--- config.mk ---
export PLATFORM = sky130hd
export DESIGN_NAME = demux_1to8_reg
export DESIGN_NICKNAME = d
export VERILOG_FILES = /design/src/rtl/demux_1to8_reg.sv
export SDC_FILE = /design/constraint.sdc
export NUM_CORES = 1
export LEC_CHECK = 0
export ABC_AREA = 1
export BUFFER_PORTS_ARGS = -buffer_cell sky130_fd_sc_hd__buf_2
export CAP_MARGIN = 20
export CORE_UTILIZATION = 49
export CTS_CLUSTER_DIAMETER = 120
export DETAILED_ROUTE_END_ITERATION = 6
export PLACE_DENSITY = 0.79
export SYNTH_ARGS = -nofsm -noshare
export SYNTH_HDL_FRONTEND = slang
export SYNTH_SLANG_ARGS = --single-unit
--- constraint.sdc ---
create_clock -name clk_in -period 1.7 [get_ports clk_in]
set_input_delay 0.34 -clock clk_in [delete_from_list [all_inputs] [get_ports clk_in]]
set_output_delay 0.34 -clock clk_in [all_outputs]
set_load 0.01 [all_outputs]
--- src/rtl/demux_1to8_reg.sv ---
// Registered 1-to-8 lane demultiplexer with auto pointer and frame tracking.
// Rebuilds a parallel word from a serial lane stream.
module demux_1to8_reg #(
  parameter int DATA_W = 1
) (
  input  logic                clk_in,
  input  logic                rst_in,
  input  logic [DATA_W-1:0]   y_in,
  input  logic                valid_in,
  input  logic [2:0]          sel_in,
  input  logic                auto_in,
  input  logic                clr_in,
  output logic [8*DATA_W-1:0] d_out,
  output logic [7:0]          strobe_out,
  output logic [2:0]          sel_out,
  output logic                frame_done_out,
  output logic                busy_out
);

  typedef enum logic {IDLE, FILL} state_t;

  state_t              state, state_nx;
  logic [7:0]          mask, mask_nx;
  logic [7:0]          onehot, mask_or;
  logic [2:0]          ptr, ptr_nx, dest;
  logic [8*DATA_W-1:0] lanes, lanes_nx;
  logic [7:0]          strobe_nx;
  logic                done_nx;

  always_comb begin
    dest      = auto_in ? ptr : sel_in;
    onehot    = 8'b1 << dest;
    mask_or   = mask | onehot;
    state_nx  = state;
    mask_nx   = mask;
    ptr_nx    = ptr;
    lanes_nx  = lanes;
    strobe_nx = '0;
    done_nx   = 1'b0;
    // clear wins over a simultaneous write
    if (clr_in) begin
      state_nx = IDLE;
      mask_nx  = '0;
      ptr_nx   = '0;
    end else if (valid_in) begin
      lanes_nx[dest*DATA_W +: DATA_W] = y_in;
      strobe_nx = onehot;
      if (auto_in)
        ptr_nx = ptr + 3'd1;
      if (mask_or == 8'hFF) begin
        mask_nx  = '0;
        done_nx  = 1'b1;
        state_nx = IDLE;
      end else begin
        mask_nx  = mask_or;
        state_nx = FILL;
      end
    end
  end

  always_ff @(posedge clk_in or posedge rst_in) begin
    if (rst_in) begin
      state          <= IDLE;
      mask           <= '0;
      ptr            <= '0;
      lanes          <= '0;
      strobe_out     <= '0;
      frame_done_out <= 1'b0;
    end else begin
      state          <= state_nx;
      mask           <= mask_nx;
      ptr            <= ptr_nx;
      lanes          <= lanes_nx;
      strobe_out     <= strobe_nx;
      frame_done_out <= done_nx;
    end
  end

  assign d_out    = lanes;
  assign sel_out  = ptr;
  assign busy_out = (state == FILL);

endmodule

==> impl_metrics.csv <==
group,metric,value,unit
hold_path,min_path_type,"in -> async",
route,dr.pass1.iters,6,
placement,placedInstanceArea,1970,um^2
run_status,status,"complete, but fails checks",
floorplanning,pin_count,30,
clock_tree,path_clk_slew,0.09,ns
pwr,peakVddDrop,0.755,mV
floorplanning,dieWidth,57.6,um
clock_tree,hold_buffers,0,
clock_tree,cts_buffers,5,
logic_synthesis,ys_warn_count,0,
logic_synthesis,avgSynthCellArea,8.18,um^2
critical_path,critPathLaunchType,"flip-flop",
placement,post-dp-hpwl,2560,um
pwr,total_power,1810,uW
placement,place.gp.congestion,0.863,
logic_synthesis,synthArstFlopShare,100,%
critical_path,worstSetupPathType,"reg -> reg",
timing,finalSetupViolCount,13,
layout,syn2layout_area_growth,49.7,%
critical_path,slowest_stage,"dfrtp_1",
pwr,p_leak,0.00118,uW
logic_synthesis,ys.flop_type,"dfrtp_1",
timing,timing.fmax,555,MHz
global_routing,grt_pass1_vias,1548,
run_status,violations,"DRC, setup timing",
layout,fillers,188,
pwr,power_density,798,nW/um^2
floorplanning,core,2850,um^2
timing,drv_slew,0,
clock_tree,cts_tree,"yes",
logic_synthesis,syn_area,1510,um^2
critical_path,crit_required,1.93,ns
critical_path,critPathMaxFanout,5,
logic_synthesis,synth_top_cell_area_share,47.9,%
placement,place_inst,274,
critical_path,cp_cell_sequence,"inv_2 -> nand2_4 -> o21ai_4 -> ha_2 -> nand3_1 -> nand2_1 -> nand2_1 -> nor2_1 -> nand2_2 -> nand2_4 -> a21oi_1",
global_routing,grt_use_total,26.2,%
route,vias,1478,
route,drcViolationCount,3,
logic_synthesis,synth_cell_type_count,20,
logic_synthesis,synth.most_common_cell,"nand2_1",
layout,nNetsFinal,280,
timing,timing.final.crit_share,106,%
clock_tree,worstSkewPairLatency,0.34,ns
logic_synthesis,synth_fp_nets,203,
logic_synthesis,ys_ff_latch,29,
critical_path,critPathMaxStageDelay,0.41,ns
timing,setup_tns,-0.954,ns
layout,layout-drive-gt1-share,47.1,%
floorplanning,initial_core_util,53.1,%
timing,layout_setup_ws,-0.101,ns
layout,fin_area,2270,um^2
logic_synthesis,ys_seq_area_share,47.9,%
route,dr.first_iter.drc_count,61,
logic_synthesis,syn-instance-count,185,
placement,pre_cts_ws,-0.230,ns
clock_tree,cts_sinks,29,
floorplanning,floorplan.rows,19,
route,routed_via_density,5.03,
timing,fin_skew,0.00729,ns
logic_synthesis,synth_edf_count,0,
logic_synthesis,synth_commonest_cells,"nand2_1, inv_1, dfrtp_1",
timing,slew_headroom,75.2,%
route,wl_per_cell,13.3,um
timing,period_minus_slack,1.80,ns
layout,n_antenna_cell,0,
timing,finalHoldViolCount,0,
global_routing,overflow,0,
route,ant_nets,0,
timing,tightestPinTransition,0.372,ns
placement,port_buffers,29,
run,max-cap-violations,0,
layout,fin_cells,294,
floorplanning,die_h,57.6,um
floorplanning,die-area,3320,um^2
global_routing,antenna_found_initial,0,
clock_tree,htreeDepth,2,
clock_tree,cts_root_buf,"clkbuf_4",
route,routed_wl,3920,um
timing,rsz0062_at_grt,"true",
clock_tree,clock_path_buffers,2,
critical_path,cp-end-kind,"flip-flop",
critical_path,critPathArrivalTime,2.03,ns
global_routing,grt_max_degree,30,
global_routing,grt_pass1_wl,6520,um
logic_synthesis,synth_top_area_cell,"dfrtp_1",
logic_synthesis,synth_area_leaders,"dfrtp_1, nand2_1, inv_1",
## layout make-up
class / instances / area, um^2 / area share, %
Inverter: 33 / 129 / 5.69
Timing Repair Buffer: 71 / 472 / 20.8
Clock buffer: 7 / 65.1 / 2.87
Clock inverter: 1 / 5.00 / 0.221
Tap cell: 31 / 38.8 / 1.71
Multi-Input combinational cell: 122 / 831 / 36.7
Sequential cell: 29 / 726 / 32.0
## stage by stage
step,utilization [%],hold WS (ns)
3_3_place_gp,69.1,0.423
4_1_cts,74.1,0.0658
2_1_floorplan,-,0.405
5_1_grt,79.4,0.111
3_5_place_dp,69.1,0.426
6_report,79.4,0.0596
## power breakdown
part / leakage, uW / internal [uW] / switching (uW) / total, uW
Clock: 0.0000413 / 239 / 245 / 484
Sequential: 0.000389 / 754 / 32.0 / 786
Combinational: 0.000754 / 243 / 296 / 539
## critical path: cells and delay by family, from the launching register on
kind / cells / cell delay (ns)
buf+inv: 1 / 0.09
flops: 1 / 0.41
fa+ha+maj: 1 / 0.26
compound gates: 2 / 0.21
simple gates: 7 / 0.73
## registers in the layout, summed over array words and instances, names as in the netlist
register        flops
mask                8
sel_out             3
frame_done_out      1
strobe_out          8
busy_out            1
d_out               8
## timing repair
item / CTS / global route
cloned: 1 / 0
endpoints found under the hold margin: 0 / 0
pin swaps: 6 / 7
endpoints found under the setup margin: 10 / 17
resized for setup: 10 / 26
setup buffers: 4 / 8
## layout by cell type, fill, tap and decap left out, drive strengths merged
cell type and instances:
a21oi 12, buf 71, clkbuf 7, clkinv 1
dfrtp 29, ha 9, inv 33, nand2 49
nand3 14, nor2 26, nor4 1, o21a 1
o21ai 9, o22ai 1
## final timing paths
check                                       start                 endpoint  slack, ns  depth (start not counted)
max                        sel_out[0]$_DFFE_PP0P_      mask[4]$_DFFE_PP0P_      -0.10                         11
min                                        rst_in      mask[4]$_DFFE_PP0P_       0.06                          3
max reg2reg                sel_out[0]$_DFFE_PP0P_      mask[4]$_DFFE_PP0P_      -0.10                         11
min reg2reg                  busy_out$_DFFE_PP0P_     busy_out$_DFFE_PP0P_       0.49                          2
max in group asynchronous                  rst_in      mask[0]$_DFFE_PP0P_       1.37                          3
min in group clk_in                        clr_in  strobe_out[4]$_DFF_PP0_       0.20                          2
## routing by layer
metal / vias up / part of all wire, % / GRT usage (%)
met4: 0 / 2.8 / 9.76
met3: 12 / 3.5 / 7.48
met2: 39 / 51 / 46.2
met5: - / 0 / 0
met1: 700 / 43 / 29.9
li1: 727 / - / -
## logic make-up after synthesis
family / share of synthesized area [%]
fa+ha+maj: 7.44
compound gates: 9.34
flops: 47.9
buf+inv: 9.26
simple gates: 26.0
No activity file was read; power rests on OpenSTA's default activity.
